## src/rtl/board_mem_arbiter_if.sv

```systemverilog
// Board RAM access bundle: display port, cpu port, RAM port and the
// blanking flag from the VGA timing chain. The arbiter connects through
// the slave modport. The requesters and the RAM model connect through
// the master modport.
interface board_mem_arbiter_if #(
  parameter int ADDR_W = 6,
  parameter int DATA_W = 4
);
  logic              vga_blank_n;
  // display (pixel renderer) port
  logic              disp_req;
  logic [ADDR_W-1:0] disp_addr;
  logic              disp_rvalid;
  logic [DATA_W-1:0] disp_rdata;
  // cpu (game-logic engine) port
  logic              cpu_req;
  logic              cpu_we;
  logic [ADDR_W-1:0] cpu_addr;
  logic [DATA_W-1:0] cpu_wdata;
  logic              cpu_ack;
  logic [DATA_W-1:0] cpu_rdata;
  logic              cpu_starved;
  // single-port board RAM
  logic              mem_en;
  logic              mem_we;
  logic [ADDR_W-1:0] mem_addr;
  logic [DATA_W-1:0] mem_wdata;
  logic [DATA_W-1:0] mem_rdata;

  // arbiter side
  modport slave (
    input  vga_blank_n,
    input  disp_req, disp_addr,
    output disp_rvalid, disp_rdata,
    input  cpu_req, cpu_we, cpu_addr, cpu_wdata,
    output cpu_ack, cpu_rdata, cpu_starved,
    output mem_en, mem_we, mem_addr, mem_wdata,
    input  mem_rdata
  );

  // requester / RAM side
  modport master (
    output vga_blank_n,
    output disp_req, disp_addr,
    input  disp_rvalid, disp_rdata,
    output cpu_req, cpu_we, cpu_addr, cpu_wdata,
    input  cpu_ack, cpu_rdata, cpu_starved,
    input  mem_en, mem_we, mem_addr, mem_wdata,
    output mem_rdata
  );
endinterface

```

## src/rtl/board_mem_arbiter.sv

```systemverilog
// Chess-board RAM arbiter. The display port reads from the board RAM every
// cycle it asks and always gets the RAM first. The cpu port uses the idle
// slots, so blanking always gives it a slot. Every issued access carries an
// owner tag down a pipe that matches the RAM read latency. The tag steers
// the returned data back to the port that asked for it.
//
// Optional build macro WRITE_BLANK_ONLY_EN: when it is defined, cpu writes
// are granted only while vga_blank_n=0, so the board never changes in the
// middle of a frame. cpu reads are not affected.
module board_mem_arbiter #(
  parameter int ADDR_W     = 6,
  parameter int DATA_W     = 4,
  parameter int RD_LATENCY = 1,
  parameter int MAX_STALL  = 800
) (
  input  logic               vga_clk,
  input  logic               reset,
  board_mem_arbiter_if.slave bus
);

  localparam int               CNT_W     = $clog2(MAX_STALL + 1);
  localparam logic [CNT_W-1:0] STALL_SAT = CNT_W'(MAX_STALL);

  typedef enum logic {
    IDLE = 1'b0,
    WAIT = 1'b1
  } cpu_state_t;

  typedef enum logic {
    OWN_DISP = 1'b0,
    OWN_CPU  = 1'b1
  } owner_t;

  cpu_state_t       state;
  logic [CNT_W-1:0] stall_cnt;
  logic [CNT_W-1:0] stall_cnt_nxt;
  logic             starved_q;

  logic             wr_ok;
  logic             cpu_grant;
  owner_t           issue_own;

  // Tag pipe. Stage 0 holds the access issued last cycle. Stage
  // RD_LATENCY-1 lines up with mem_rdata.
  logic             vld_p [RD_LATENCY];
  owner_t           own_p [RD_LATENCY];
  logic             wr_p  [RD_LATENCY];

  logic             vld_out;
  owner_t           own_out;
  logic             wr_out;
  logic             disp_hit;
  logic             cpu_hit;

  // Wait counter that stops at MAX_STALL.
  function automatic logic [CNT_W-1:0] sat_inc(input logic [CNT_W-1:0] v);
    return (v == STALL_SAT) ? v : v + CNT_W'(1);
  endfunction

`ifdef WRITE_BLANK_ONLY_EN
  // Board writes wait for blanking. Reads may go in any idle slot.
  assign wr_ok = !bus.cpu_we || !bus.vga_blank_n;
`else
  // Without the blanking restriction the blanking flag is not needed.
  logic unused_blank;
  assign unused_blank = bus.vga_blank_n;
  assign wr_ok        = 1'b1;
`endif

  // The cpu gets the RAM only in a slot the display left free, and never
  // while an earlier cpu access is still in flight.
  assign cpu_grant = !reset && (state == IDLE) && bus.cpu_req &&
                     !bus.disp_req && wr_ok;

  // Drive the RAM port: display first, then a granted cpu access.
  always_comb begin
    bus.mem_en    = 1'b0;
    bus.mem_we    = 1'b0;
    bus.mem_addr  = '0;
    bus.mem_wdata = '0;
    issue_own     = OWN_DISP;
    if (!reset && bus.disp_req) begin
      bus.mem_en   = 1'b1;
      bus.mem_addr = bus.disp_addr;
    end else if (cpu_grant) begin
      bus.mem_en    = 1'b1;
      bus.mem_we    = bus.cpu_we;
      bus.mem_addr  = bus.cpu_addr;
      bus.mem_wdata = bus.cpu_wdata;
      issue_own     = OWN_CPU;
    end
  end

  // Next wait count: it counts blocked cycles in IDLE, it clears when the
  // request is granted or dropped, and it holds while in WAIT.
  always_comb begin
    stall_cnt_nxt = stall_cnt;
    if (!bus.cpu_req || cpu_grant) begin
      stall_cnt_nxt = '0;
    end else if (state == IDLE) begin
      stall_cnt_nxt = sat_inc(stall_cnt);
    end
  end

  // cpu FSM, wait counter and registered starvation flag.
  always_ff @(posedge vga_clk or posedge reset) begin
    if (reset) begin
      state     <= IDLE;
      stall_cnt <= '0;
      starved_q <= 1'b0;
    end else begin
      stall_cnt <= stall_cnt_nxt;
      starved_q <= (stall_cnt_nxt == STALL_SAT);
      case (state)
        IDLE:    if (cpu_grant) state <= WAIT;
        WAIT:    if (cpu_hit)   state <= IDLE;
        default: state <= IDLE;
      endcase
    end
  end

  // ---- issue -> tag stage 0 ... RD_LATENCY-1 ----
  // Valid bits of the tag pipe. Reset drops every in-flight access.
  always_ff @(posedge vga_clk or posedge reset) begin
    if (reset) begin
      for (int i = 0; i < RD_LATENCY; i++) vld_p[i] <= 1'b0;
    end else begin
      vld_p[0] <= bus.mem_en;
      for (int i = 1; i < RD_LATENCY; i++) vld_p[i] <= vld_p[i-1];
    end
  end

  // Owner and write bits of the tag pipe. They are read only when the
  // matching valid bit is set.
  always_ff @(posedge vga_clk) begin
    own_p[0] <= issue_own;
    wr_p[0]  <= bus.mem_we;
    for (int i = 1; i < RD_LATENCY; i++) begin
      own_p[i] <= own_p[i-1];
      wr_p[i]  <= wr_p[i-1];
    end
  end

  // ---- tag output stage -> requester ports ----
  assign vld_out  = vld_p[RD_LATENCY-1];
  assign own_out  = own_p[RD_LATENCY-1];
  assign wr_out   = wr_p[RD_LATENCY-1];
  assign disp_hit = vld_out && (own_out == OWN_DISP);
  assign cpu_hit  = vld_out && (own_out == OWN_CPU);

  assign bus.disp_rvalid = disp_hit;
  assign bus.disp_rdata  = disp_hit ? bus.mem_rdata : '0;
  assign bus.cpu_ack     = cpu_hit;
  // A write completion returns zero so that stale RAM output never reaches the cpu.
  assign bus.cpu_rdata   = (cpu_hit && !wr_out) ? bus.mem_rdata : '0;
  assign bus.cpu_starved = starved_q;

endmodule

```

## src/flat_wrapper.sv

```systemverilog
// flat-port wrapper written by rule: the top's interface ports become plain ports
module board_mem_arbiter_flat 
#(
  parameter int ADDR_W     = 6,
  parameter int DATA_W     = 4,
  parameter int RD_LATENCY = 1,
  parameter int MAX_STALL  = 800
)
  (vga_clk, reset, bus_vga_blank_n, bus_disp_req, bus_disp_addr, bus_disp_rvalid, bus_disp_rdata, bus_cpu_req, bus_cpu_we, bus_cpu_addr, bus_cpu_wdata, bus_cpu_ack, bus_cpu_rdata, bus_cpu_starved, bus_mem_en, bus_mem_we, bus_mem_addr, bus_mem_wdata, bus_mem_rdata);
  board_mem_arbiter_if #(.ADDR_W(ADDR_W), .DATA_W(DATA_W)) bus_i ();
  input  logic vga_clk;
  input  logic reset;
  input wire logic [$bits(bus_i.vga_blank_n)-1:0] bus_vga_blank_n;
  input wire logic [$bits(bus_i.disp_req)-1:0] bus_disp_req;
  input wire logic [$bits(bus_i.disp_addr)-1:0] bus_disp_addr;
  output wire logic [$bits(bus_i.disp_rvalid)-1:0] bus_disp_rvalid;
  output wire logic [$bits(bus_i.disp_rdata)-1:0] bus_disp_rdata;
  input wire logic [$bits(bus_i.cpu_req)-1:0] bus_cpu_req;
  input wire logic [$bits(bus_i.cpu_we)-1:0] bus_cpu_we;
  input wire logic [$bits(bus_i.cpu_addr)-1:0] bus_cpu_addr;
  input wire logic [$bits(bus_i.cpu_wdata)-1:0] bus_cpu_wdata;
  output wire logic [$bits(bus_i.cpu_ack)-1:0] bus_cpu_ack;
  output wire logic [$bits(bus_i.cpu_rdata)-1:0] bus_cpu_rdata;
  output wire logic [$bits(bus_i.cpu_starved)-1:0] bus_cpu_starved;
  output wire logic [$bits(bus_i.mem_en)-1:0] bus_mem_en;
  output wire logic [$bits(bus_i.mem_we)-1:0] bus_mem_we;
  output wire logic [$bits(bus_i.mem_addr)-1:0] bus_mem_addr;
  output wire logic [$bits(bus_i.mem_wdata)-1:0] bus_mem_wdata;
  input wire logic [$bits(bus_i.mem_rdata)-1:0] bus_mem_rdata;
  assign bus_i.vga_blank_n = bus_vga_blank_n;
  assign bus_i.disp_req = bus_disp_req;
  assign bus_i.disp_addr = bus_disp_addr;
  assign bus_disp_rvalid = bus_i.disp_rvalid;
  assign bus_disp_rdata = bus_i.disp_rdata;
  assign bus_i.cpu_req = bus_cpu_req;
  assign bus_i.cpu_we = bus_cpu_we;
  assign bus_i.cpu_addr = bus_cpu_addr;
  assign bus_i.cpu_wdata = bus_cpu_wdata;
  assign bus_cpu_ack = bus_i.cpu_ack;
  assign bus_cpu_rdata = bus_i.cpu_rdata;
  assign bus_cpu_starved = bus_i.cpu_starved;
  assign bus_mem_en = bus_i.mem_en;
  assign bus_mem_we = bus_i.mem_we;
  assign bus_mem_addr = bus_i.mem_addr;
  assign bus_mem_wdata = bus_i.mem_wdata;
  assign bus_i.mem_rdata = bus_mem_rdata;
  board_mem_arbiter #(.ADDR_W(ADDR_W), .DATA_W(DATA_W), .RD_LATENCY(RD_LATENCY), .MAX_STALL(MAX_STALL)) u_core (.vga_clk(vga_clk), .reset(reset), .bus(bus_i));
endmodule
```

## config.mk

```make
export PLATFORM = sky130hd
export DESIGN_NAME = board_mem_arbiter_flat
export DESIGN_NICKNAME = d
export VERILOG_FILES = /design/src/rtl/board_mem_arbiter_if.sv /design/src/rtl/board_mem_arbiter.sv /design/src/flat_wrapper.sv
export SDC_FILE = /design/constraint.sdc
export NUM_CORES = 1
export LEC_CHECK = 0
export BUFFER_PORTS_ARGS = -buffer_cell sky130_fd_sc_hd__buf_4
export CAP_MARGIN = 20
export CORE_UTILIZATION = 45
export DETAILED_ROUTE_END_ITERATION = 10
export HOLD_SLACK_MARGIN = 0.1
export PLACE_DENSITY = 0.77
export SLEW_MARGIN = 25
export SYNTH_ARGS = -nofsm -noshare
export SYNTH_HDL_FRONTEND = slang
export SYNTH_SLANG_ARGS = --single-unit
export TNS_END_PERCENT = 5
```

## constraint.sdc

```tcl
create_clock -name vga_clk -period 2.4 [get_ports vga_clk]
set_input_delay 0.12 -clock vga_clk [delete_from_list [all_inputs] [get_ports vga_clk]]
set_output_delay 0.12 -clock vga_clk [all_outputs]
set_load 0.005 [all_outputs]
```

# Word level (Yosys, flattened, before mapping)

Memories as Yosys holds them, arrays and structs flattened.
Cells that the tools add are included.

Register bits: 13
RAM bits: 2
Input port bits: 26
Output and inout port bits: 23
Memories: 2

Memories:

| name         | words | bits a word | rd ports | clocked after Yosys merged registers in | write ports | line                    | text |
|---|---|---|---|---|---|---|---|
| u_core.own_p | 1     | 1           | 1        | 0                                       | 1           | board_mem_arbiter.sv:46 | `owner_t own_p [RD_LATENCY];` |
| u_core.wr_p  | 1     | 1           | 1        | 0                                       | 1           | board_mem_arbiter.sv:47 | `logic wr_p [RD_LATENCY];` |

Add/subtract/negate cells: 1
Eq/ne operators: 2
Muxes and demuxes: 16
Bitwise logic cells: 2
Reduce and logical (&&, ||, !) cells: 12

Operators by type and width:

| cell                  | count |
|---|---|
| $mux 10               | 3 |
| $eq 10x10->1 const B  | 2 |
| $mux 4                | 4 |
| $mux 6                | 2 |
| $add 10x1->10 const B | 1 |
| $logic_and 1x1->1     | 7 |
| $mux 1                | 6 |
| $logic_not 1->1       | 4 |
| $not 1->1             | 2 |
| $pmux 1 s2            | 1 |
| $logic_or 1x1->1      | 1 |

# Depth between registers and ports, before layout

Depth in word-level cells: 7
Depth in mapped cells: 7

# Worst setup path after synthesis

No wires, ideal clock.

Kind: flip-flop to flip-flop
Start point: register u_core.stall_cnt[0]
End point: register u_core.starved_q, in the netlist u_core.bus.cpu_starved
Arrival: 1.711 ns
Data required time: 2.304 ns
Path slack: 0.593 ns
Stages on the path, launching flop included: 8
Period minus slack after synthesis: 1.807 ns
Path through: dfrtp_1 ha_1 and3b_1 clkbuf_2 nand4_2 or3b_1 a211o_1 nor4_2

Longest elaborated chain between the ends: 5
Elaborated cells between the ends (all ways): 6
Those cells by class: add/sub: 1; eq/ne: 2; mux: 3

RTL lines:

| what                                                 | line                     | text |
|---|---|---|
| from (decl)                                          | board_mem_arbiter.sv:35  | `logic [CNT_W-1:0] stall_cnt;` |
| from (signal assigned)                               | board_mem_arbiter.sv:112 | `stall_cnt <= stall_cnt_nxt;` |
| $add 10x1->10 / $eq 10x10->1 (equally long branches) | board_mem_arbiter.sv:57  | `return (v == STALL_SAT) ? v : v + CNT_W'(1);` |
| $mux 10                                              | board_mem_arbiter.sv:57  |  |
| $mux 10 *                                            | board_mem_arbiter.sv:100 | `end else if (state == IDLE) begin` |
| $mux 10 *                                            | board_mem_arbiter.sv:98  | `if (!bus.cpu_req \|\| cpu_grant) begin` |
| $eq 10x10->1 *                                       | board_mem_arbiter.sv:113 | `starved_q <= (stall_cnt_nxt == STALL_SAT);` |
| to (signal assigned)                                 | board_mem_arbiter.sv:113 |  |
| to (decl)                                            | board_mem_arbiter.sv:37  | `logic starved_q;` |

Mark *: on every way between the ends. The rest lies on a longest branch, timed or not.

# Worst setup path after layout

Start point: input port reset
End point: output port bus_mem_addr[4]

Longest elaborated chain between the ends: 6
Elaborated cells between the ends (all ways): 7
Those cells by class: mux: 2; reduce/logical: 5

RTL lines:

| what                           | line                                             | text |
|---|---|---|
| from (decl)                    | flat_wrapper.sv:12                               | `input logic reset;` |
| $logic_not 1->1 *              | board_mem_arbiter.sv:72, board_mem_arbiter.sv:82 |  |
| $logic_and 1x1->1 (3 in a row) | board_mem_arbiter.sv:72                          | `assign cpu_grant = !reset && (state == IDLE) && bus.cpu_req &&` |
| $mux 6                         | board_mem_arbiter.sv:85                          | `end else if (cpu_grant) begin` |
| $mux 6 *                       | board_mem_arbiter.sv:82                          | `if (!reset && bus.disp_req) begin` |
| to (decl)                      | flat_wrapper.sv:27                               | `output wire logic [$bits(bus_i.mem_addr)-1:0] bus_mem_addr;` |

Marks and branches as above.

==> metrics.cfg <==
[global_route]
grt_pass1_vias = 928
grt_pass1_wl_um = 3980
grt_start_max_net_pins = 14
grtUsageTotal_pct = 21.3
grt_overflow = 0
antenna_found_initial = 0

[power]
p_clk_share_pct = 23.3
pwr-share-seq_pct = 49.0
max-vdd-ir-drop_mv = 0.310
p_leak_nw = 0.711
finalPower_uw = 615
p_sw_share_pct = 29.3
p_switching_uw = 180
power_density_nw_per_um2 = 436
comb_power_share_pct = 27.7
internal_power_uw = 434

[synth]
synth_edf_count = 0
avgSynthCellArea_sq_um = 9.15
netlist-cell-type-count = 40
synth_cells = 109
yosysSeqAreaShare_pct = 36.6
ys_async_sr_fraction_pct = 86.7
synthTopCellsByArea = dfrtp_1 33%, and2_1 8.8%, a22o_1 5.3%
synth-main-ff-cell = dfrtp_1
ys_warn_count = 0
syn-num-nets = 137
ys_ff_latch = 15
yosysTopAreaCell = dfrtp_1
synth.cell_area_sq_um = 997
yosysTopAreaCellShare_pct = 32.6

[setup_path]
critPathLaunchType = input port
r2r_slack_ps = 380
critPathTopFamily = buffers and inverters
r2r_cells = 6
critical-path-max-stage-delay_ps = 530
critical_path_class = input port to output pin
worstPathCellList = dlygate4sd3_1, buf_4, or2_2, nor3b_1, buf_4, a22o_1, buf_4
regToRegEndpoint = u_core.bus.cpu_starved
crit_start = reset
end_kind = output pin
worstPathRequired_ps = 2280
critPathSlowestCell = dlygate4sd3_1
r2r_start = u_core.stall_cnt[0]
crit_fanout = 11
worstPathArrival_ps = 1980
cp_common_cell = buf_4
crit_buf_inv = 4

[floorplan]
die_x_um = 49.1
ioPinCount = 49
dieArea_sq_um = 2410
coreArea_sq_um = 2020
die_y_um = 49.1
initial_core_util_pct = 49.3
num_rows = 16

[finish]
area_growth_pct = 41.4
fill_cells = 171
final_common_cell = buf_4
nets = 187
final_util_pct = 69.7
drive_gt1_share_pct = 37.3
layout_common_cells = 49 x buf_4, 14 x and2_1, 13 x dfrtp_1
insertedDiodeCount = 0
fin_area_sq_um = 1410
final_cells = 185

[clocking]
post_cts_buffers = 0
insertion_delay_ps = 280
cts_inserted_buffers = 3
cts_tree = built
clock_sinks = 15
clockBufferDepth = 2
cts_max_level = 1
cts_root_buffer = clkbuf_4
clk_pin_slew_worst_paths_ps = 80

[detailed_routing]
wl_um = 2340
drc = 0
drt-wirelength-per-cell_um = 12.6
first_pass_iters = 4
drt-initial-drc-count = 19
viasPerCell = 5.31
antenna_left = 0
num_vias = 982

[run]
drv_cap = 0

[sta]
fin_ws_ps = 298
period_needed_ps = 2100
finalSetupTns_ps = 0
finClkSkew_ps = 4.46
hold_ws_ps = 112
slew_viol_final = 0
grt_setup_unrepaired = no
timing.final.crit_share_pct = 87.6
timing.fmax_mhz = 476
tightest_slew_ps = 502
setup_viol = 0
slew_headroom_pct = 66.5
hold_viol = 0

[outcome]
status = finished, final reports clean

[worst_hold_path]
min_to = u_core.stall_cnt[1]
min_path_cells = 2
worstHoldStart = bus_cpu_req
hold_class = input port to flip-flop

[place]
portBuffers = 47
dp_slack_ps = 399
globalplace.congestion = 0.767
placed_area_sq_um = 1360
dp_cells = 179
place_hpwl_um = 1840

-- timing repair --
action                                 in CTS  in global routing
resized for setup                           0                  0
hold buffers                                2                  0
endpoints found under the hold margin      14                  0
-- routing by layer --
| layer | routed length, um | GRT usage, % |
|---|---|---|
| met1 | 975 | 25.7 |
| met2 | 1220 | 37.0 |
| met3 | 105 | 1.87 |
| met4 | 37 | 11.8 |
| met5 | 0 | 0 |
-- layout make-up --
type	count	area [sq um]	share of cell area [%]
clock buffers	3	22.5	1.60
clock inverters	1	5.00	0.355
inverters	5	18.8	1.33
multi-input cells	83	577	40.9
flip-flops and latches	15	365	25.9
well taps	27	33.8	2.40
repair buffers	51	388	27.5
-- worst register-to-register path: stages (launching register included) --
cell and delay [ps]:
dfrtp_1 420, ha_1 240, and3b_1 320, nand4_2 150
or3b_1 380, a211o_1 290, nor4_2 140
-- logic make-up (layout without fill, tap and decap cells) --
group	Yosys count	in the layout	share of synthesized area [%]
AOI/OAI and AO/OA	19	19	14.9
buffers and inverters	11	60	5.52
and+or+nand+nor	54	54	33.4
adders and majority gates	2	2	2.51
xor gates and xnor gates	8	8	7.03
DFF	15	15	36.6
-- how the worst max path moves through the flow --
stage          cells after the start                      to  slack, ps
2_1_floorplan                      7  u_core.bus.cpu_starved        590
3_3_place_gp                       6  u_core.bus.cpu_starved        460
3_5_place_dp                       6  u_core.bus.cpu_starved        400
4_1_cts                            7         bus_mem_addr[4]        270
5_1_grt                            7         bus_mem_addr[4]        120
6_report                           7         bus_mem_addr[4]        300
-- cell usage after synthesis (5+ instances only) --
cell	n
nand2_1	6
nor2_1	11
inv_1	5
and2_1	14
dfrtp_1	13
xor2_1	6
a22o_1	6
-- registers in the layout (all words and copies together), names as in the netlist --
signal	cells
u_core.stall_cnt	10
u_core.wr_p	1
u_core.vld_out	1
u_core.state	1
u_core.bus.cpu_starved	1
u_core.own_p	1
-- power by group through the flow --
stage | registers [mW] | logic, mW | clock network (mW)
after global placement | 0.303 | 0.161 | 0
after floorplan | 0.297 | 0.0862 | 0
final | 0.301 | 0.170 | 0.143
after detailed placement | 0.306 | 0.162 | 0
after CTS | 0.300 | 0.171 | 0.149
after global routing | 0.305 | 0.190 | 0.163
Power figures use the tool's default switching activity.
